`src/rtl/ram_refresh_pkg.sv`:
```
// ram_refresh_pkg
// Shared constants and helpers for the DRAM refresh scheduler.
//   REF_*_DEF : default parameter values used by ram_refresh_sched.
//   ref_dw()  : width needed to hold a count of 0..n.
package ram_refresh_pkg;

  localparam int REF_INTERVAL_DEF = 250;
  localparam int REF_URG_AGE_DEF  = 64;
  localparam int REF_MAX_DEBT_DEF = 4;
  localparam int REF_URG_DEBT_DEF = 2;

  // Bits needed to represent every value 0..n (n >= 1).
  function automatic int ref_dw(input int n);
    return $clog2(n + 1);
  endfunction

endpackage

```
`src/rtl/ram_refresh_sched_timer.sv`:
```
// refresh_interval_timer
// Free-running modulo-INTERVAL counter. Counts only while En is high and
// emits a one-cycle Tick at the edge where the count wraps.
//   CLK  in  : system clock
//   RST  in  : asynchronous active-high reset
//   En   in  : count enable; low freezes the count
//   Tick out : high while count == INTERVAL-1 and En == 1
module refresh_interval_timer #(
  parameter int INTERVAL = 250
) (
  input  logic CLK,
  input  logic RST,
  input  logic En,
  output logic Tick
);

  localparam int TW = $clog2(INTERVAL);
  localparam logic [TW-1:0] LAST = TW'(INTERVAL - 1);

  logic [TW-1:0] count_q, count_d;

  always_comb begin
    Tick    = En && (count_q == LAST);
    count_d = count_q;
    if (Tick)    count_d = '0;
    else if (En) count_d = count_q + 1'b1;
  end

  always_ff @(posedge CLK or posedge RST) begin
    if (RST) count_q <= '0;
    else     count_q <= count_d;
  end

endmodule

```
`src/rtl/ram_refresh_sched.sv`:
```
// ram_refresh_sched
// DRAM refresh scheduler. Accumulates owed refreshes (debt) from a fixed
// interval timer, requests refresh while debt is owed, escalates to urgent
// on request age or debt level, and retires one refresh per accepted ack.
//   CLK     in  : system clock
//   RST     in  : asynchronous active-high reset
//   RefEn   in  : refresh enable; low freezes timer/debt/age, outputs low
//   RefAck  in  : one-cycle pulse, controller started a refresh
//   RefReq  out : registered refresh request
//   RefUrg  out : registered urgent refresh request
//   RefDebt out : owed-refresh count
//   RefOvf  out : sticky, tick arrived with debt already at its cap
// Optional feature macro: REFRESH_DEBT_EN (debt cap MAX_DEBT and urgency on
// debt >= URG_DEBT). Without it the cap is 1 and urgency is by age only.
module ram_refresh_sched
  import ram_refresh_pkg::*;
#(
  parameter int INTERVAL = REF_INTERVAL_DEF,
  parameter int URG_AGE  = REF_URG_AGE_DEF,
  parameter int MAX_DEBT = REF_MAX_DEBT_DEF,
  parameter int URG_DEBT = REF_URG_DEBT_DEF
) (
  input  logic                        CLK,
  input  logic                        RST,
  input  logic                        RefEn,
  input  logic                        RefAck,
  output logic                        RefReq,
  output logic                        RefUrg,
  output logic [ref_dw(MAX_DEBT)-1:0] RefDebt,
  output logic                        RefOvf
);

  localparam int DW = ref_dw(MAX_DEBT);
  localparam int AW = ref_dw(URG_AGE);

`ifdef REFRESH_DEBT_EN
  localparam bit DEBT_EN = 1'b1;
`else
  localparam bit DEBT_EN = 1'b0;
`endif

  // With the cap at 1 the upper debt bits can never be set.
  localparam logic [DW-1:0] CAP     = DEBT_EN ? DW'(MAX_DEBT) : DW'(1);
  localparam logic [DW-1:0] URG_LVL = DW'(URG_DEBT);
  localparam logic [AW-1:0] AGE_MAX = AW'(URG_AGE);

  logic          tick;
  logic          ack_acc;
  logic          holdoff_d;
  logic [DW-1:0] debt_q, debt_d;
  logic [AW-1:0] age_q, age_d;
  logic          req_q, req_d;
  logic          urg_q, urg_d;
  logic          ovf_q, ovf_d;

  refresh_interval_timer #(
    .INTERVAL(INTERVAL)
  ) u_timer (
    .CLK (CLK),
    .RST (RST),
    .En  (RefEn),
    .Tick(tick)
  );

  always_comb begin
    // An ack landing on a tick consumes that tick's refresh, so it counts
    // as accepted even when no debt was owed before the edge.
    ack_acc = RefAck && ((debt_q != '0) || tick);

    debt_d = debt_q;
    ovf_d  = ovf_q;
    if (tick && !RefAck) begin
      if (debt_q == CAP) ovf_d  = 1'b1;
      else               debt_d = debt_q + 1'b1;
    end else if (!tick && ack_acc) begin
      debt_d = debt_q - 1'b1;
    end

    // Age measures time since the current request became owed; it only
    // advances on debt already present so urgency lands URG_AGE cycles
    // after RefReq rises.
    age_d = age_q;
    if ((debt_d == '0) || ack_acc)
      age_d = '0;
    else if (RefEn && (debt_q != '0) && (age_q < AGE_MAX))
      age_d = age_q + 1'b1;

    // One forced-low cycle after each accepted ack lets the controller
    // re-arm its refresh-done latch between back-to-back refreshes.
    holdoff_d = ack_acc;

    req_d = RefEn && !holdoff_d && (debt_d != '0);
    urg_d = req_d && ((age_d >= AGE_MAX) || (DEBT_EN && (debt_d >= URG_LVL)));
  end

  always_ff @(posedge CLK or posedge RST) begin
    if (RST) begin
      debt_q <= '0;
      age_q  <= '0;
      req_q  <= 1'b0;
      urg_q  <= 1'b0;
      ovf_q  <= 1'b0;
    end else begin
      debt_q <= debt_d;
      age_q  <= age_d;
      req_q  <= req_d;
      urg_q  <= urg_d;
      ovf_q  <= ovf_d;
    end
  end

  assign RefReq  = req_q;
  assign RefUrg  = urg_q;
  assign RefDebt = debt_q;
  assign RefOvf  = ovf_q;

endmodule
```
`config.mk`:
```
export PLATFORM = sky130hd
export DESIGN_NAME = ram_refresh_sched
export DESIGN_NICKNAME = d
export VERILOG_FILES = /design/src/rtl/ram_refresh_pkg.sv /design/src/rtl/ram_refresh_sched_timer.sv /design/src/rtl/ram_refresh_sched.sv
export SDC_FILE = /design/constraint.sdc
export NUM_CORES = 1
export LEC_CHECK = 0
export BUFFER_PORTS_ARGS = -buffer_cell sky130_fd_sc_hd__buf_2
export CAP_MARGIN = 15
export CORE_UTILIZATION = 55
export DETAILED_ROUTE_END_ITERATION = 10
export GPL_ROUTABILITY_DRIVEN = 0
export PLACE_DENSITY = 0.76
export SLEW_MARGIN = 5
export SYNTH_ARGS = -nofsm -noshare
export SYNTH_HDL_FRONTEND = slang
export SYNTH_HIERARCHICAL = 1
export SYNTH_SLANG_ARGS = --single-unit
export TNS_END_PERCENT = 100
```
`constraint.sdc`:
```
create_clock -name CLK -period 4.66 [get_ports CLK]
set_input_delay 0.466 -clock CLK [delete_from_list [all_inputs] [get_ports CLK]]
set_output_delay 0.466 -clock CLK [all_outputs]
set_load 0.02 [all_outputs]
```
==> results.sh <==
export IMPL_crit_path_end="age_q[5]"
export IMPL_clock_latency_ns=0.30
export IMPL_drc=0
export IMPL_crit_path_cell_trace="inv_1 -> ha_1 -> nand4b_4 -> nor3b_4 -> mux2i_1 -> o21ai_2 -> xnor2_1 -> o32ai_4 -> nor2_1"
export IMPL_synthMuxAreaShare_pct=2.38
export IMPL_drt_pass1_iter_count=4
export IMPL_finalMaxSlewViolations=0
export IMPL_synth_compound_area_share_pct=15.5
export IMPL_r2r_start="u_timer/count_q[1]"
export IMPL_fin_nets=141
export IMPL_syn_area_mm2=0.00126
export IMPL_status="complete, no violations"
export IMPL_postSynthAreaPerCell_um2=10.5
export IMPL_die_h_um=49.9
export IMPL_wire_per_inst_um=13.6
export IMPL_yosysSeqAreaShare_pct=41.7
export IMPL_drive_gt1_share_pct=15.5
export IMPL_ys_types=42
export IMPL_synth_top_area_share_pct=41.7
export IMPL_nFillCells=169
export IMPL_synth_top_family_by_area="simple AND/OR/NAND/NOR gates"
export IMPL_pin_count=10
export IMPL_worstPathRequired_ns=4.83
export IMPL_synth_adder_area_share_pct=6.94
export IMPL_p_per_area_mw_per_mm2=543
export IMPL_rsz0062_at_grt="false"
export IMPL_via_count=897
export IMPL_num_rows=16
export IMPL_grt_antenna_before_repair=0
export IMPL_ys_async_sr_fraction_pct=100
export IMPL_postCtsSetupRepairBufs=0
export IMPL_vdd_drop_max_v=0.000352
export IMPL_finalClockSkew_ns=0.0114
export IMPL_antennaDiodeCount=0
export IMPL_synth_most_common_cell="dfrtp_1"
export IMPL_ctsHoldBuffers=0
export IMPL_r2r_setup_slack_ns=2.07
export IMPL_synth_simple_gate_area_share_pct=21.5
export IMPL_clkTransAtPathRegs_ns=0.12
export IMPL_ys_top_cells_by_area="dfrtp_1 (42%), ha_1 (6.9%), nor2_1 (3.9%), xor2_1 (3.5%), xnor2_1 (2.8%)"
export IMPL_fin_crit_ns=2.59
export IMPL_postCtsResizedCells=0
export IMPL_synth_seq_cells=21
export IMPL_cp_max_fo=14
export IMPL_drv_cap=0
export IMPL_synth_main_ff_cell="dfrtp_1"
export IMPL_cts_buffers=3
export IMPL_finalWorstSetupSlack_ns=2.07
export IMPL_die_width_um=49.9
export IMPL_clock_sinks=21
export IMPL_worstReg2RegEnd="age_q[5]"
export IMPL_period_share_pct=55.6
export IMPL_drt_total_wl_mm=2.13
export IMPL_root_buffer="clkbuf_4"
export IMPL_max_clock_path_buffers=2
export IMPL_start_util_pct=61.2
export IMPL_coreArea_mm2=0.00206
export IMPL_finalNonFillerCells=156
export IMPL_p_leak_nw=0.627
export IMPL_crit_start="u_timer/count_q[1]"
export IMPL_power_mw=0.720
export IMPL_r2r_cells=9
export IMPL_grt_pass1_wl_mm=4.05
export IMPL_hold_violations=0
export IMPL_synth_edff_count=0
export IMPL_port_buffers=9
export IMPL_cp_arrival_ns=2.76
export IMPL_cts_tree="yes"
export IMPL_yosys_area_top_type="dfrtp_1"
export IMPL_dp_cells=152
export IMPL_final_util_pct=64.4
export IMPL_finalSetupTns_ns=0
export IMPL_synth_top_cells_by_count="dfrtp_1 (21), nor2_1 (13), inv_1 (9), ha_1 (7), nand2_1 (6)"
export IMPL_setup_viol=0
export IMPL_critPathSlowestCell="nor3b_4"
export IMPL_dp_hpwl_mm=1.60
export IMPL_slowest_delay_ns=0.52
export IMPL_cts_htree_levels=1
export IMPL_vias_per_cell=5.75
export IMPL_synth_cells=120
export IMPL_dieArea_mm2=0.00249
export IMPL_overflow=0
export IMPL_worstSetupPathType="register to register"
export IMPL_area_growth_pct=5.26
export IMPL_grt_use_total_pct=20.9
export IMPL_synth_xor_area_share_pct=6.25
export IMPL_drt_iter0_drc=17
export IMPL_synth_net_count=131
export IMPL_grt_max_degree=15
export IMPL_ant_nets=0
export IMPL_place_ws_ns=2.04
export IMPL_hold_class="input port to asynchronous set/reset pin"
export IMPL_ys_warn_count=6
export IMPL_tightest_slew_ns=0.564
export IMPL_worstSetupEndpointType="register"
export IMPL_maxSlewHeadroom_pct=62.4
export IMPL_grt_pass1_vias=970
export IMPL_fmax_mhz=386
export IMPL_setup_worst_path_start_class="register"
## registers in the layout, summed over array words and instances (netlist names)
name,cells
RefReq,1
RefOvf,1
RefDebt,3
age_q,7
u_timer/count_q,8
RefUrg,1
## cells by family (layout without fill, tap and decap cells)
group / after synthesis / after routing
adder cells (fa/ha/maj): 7 / 7
flip-flops: 21 / 21
buffers and inverters: 13 / 22
multiplexers: 3 / 3
AND/OR/NAND/NOR: 44 / 44
XOR/XNOR: 9 / 9
AO/OA/AOI/OAI: 23 / 23
## worst max-delay path: cells and delay by family, from the launching register on
kind,cells,cell delay (ns)
and+or+nand+nor,3,0.78
AOI/OAI and AO/OA,2,0.53
DFF,1,0.42
muxes,1,0.29
adders and majority gates,1,0.19
xor gates and xnor gates,1,0.17
buffers and inverters,1,0.08
## layout by cell type (no fill, tap or decap), types with 2 or more instances in the layout
master | Yosys | layout
buf_2 | 0 | 9
nor2_1 | 13 | 13
nor3_1 | 3 | 3
o221ai_2 | 2 | 2
clkbuf_4 | 0 | 3
xor2_1 | 5 | 5
nand2b_1 | 5 | 5
a21oi_1 | 3 | 3
a31oi_1 | 3 | 3
inv_1 | 9 | 9
o21ai_0 | 2 | 2
dfrtp_1 | 21 | 21
nand2_1 | 6 | 6
nand3_1 | 4 | 4
a41oi_1 | 2 | 2
xnor2_1 | 4 | 4
mux2i_1 | 3 | 3
ha_1 | 7 | 7
## cell type report
type	count	area, um2	area share [%]
well taps	27	33.8	2.54
repair buffers	9	45.0	3.39
inverters	9	33.8	2.54
clock buffers	4	26.3	1.98
flip-flops and latches	21	526	39.6
multi-input cells	86	663	50.0
## per-stage QoR
step | hold WS, ns | area [um2]
3_5_place_dp | 0.438 | 1300
4_1_cts | 0.0999 | 1330
5_1_grt | 0.125 | 1330
2_1_floorplan | 0.282 | 1260
3_3_place_gp | 0.434 | 1300
6_report | 0.0932 | 1330
## power breakdown
part,internal [mW],switching [mW],total (mW)
logic,0.149,0.192,0.341
registers,0.230,0.0641,0.294
clock network,0.0333,0.0518,0.0851
total,0.412,0.308,0.720
## routing by layer
| layer | wire (um) | up-vias | track usage (%) |
|---|---|---|---|
| met1 | 954 | 445 | 25.1 |
| met2 | 1120 | 10 | 38.3 |
| met5 | 0 | - | 0 |
| met4 | 0 | 0 | 1.90 |
| li1 | - | 442 | - |
| met3 | 53 | 0 | 5.56 |
## worst min path at each step
stage	startpoint	endpoint	slack [ns]	cells after the start
floorplan	RST	u_timer/count_q[0]	0.28	1
global placement	RST	u_timer/count_q[1]	0.43	2
detailed placement	RST	u_timer/count_q[6]	0.44	2
CTS	RST	u_timer/count_q[6]	0.1	2
global route	RST	u_timer/count_q[7]	0.12	2
finish	RST	u_timer/count_q[6]	0.09	2
Power figures use the tool's default switching activity.
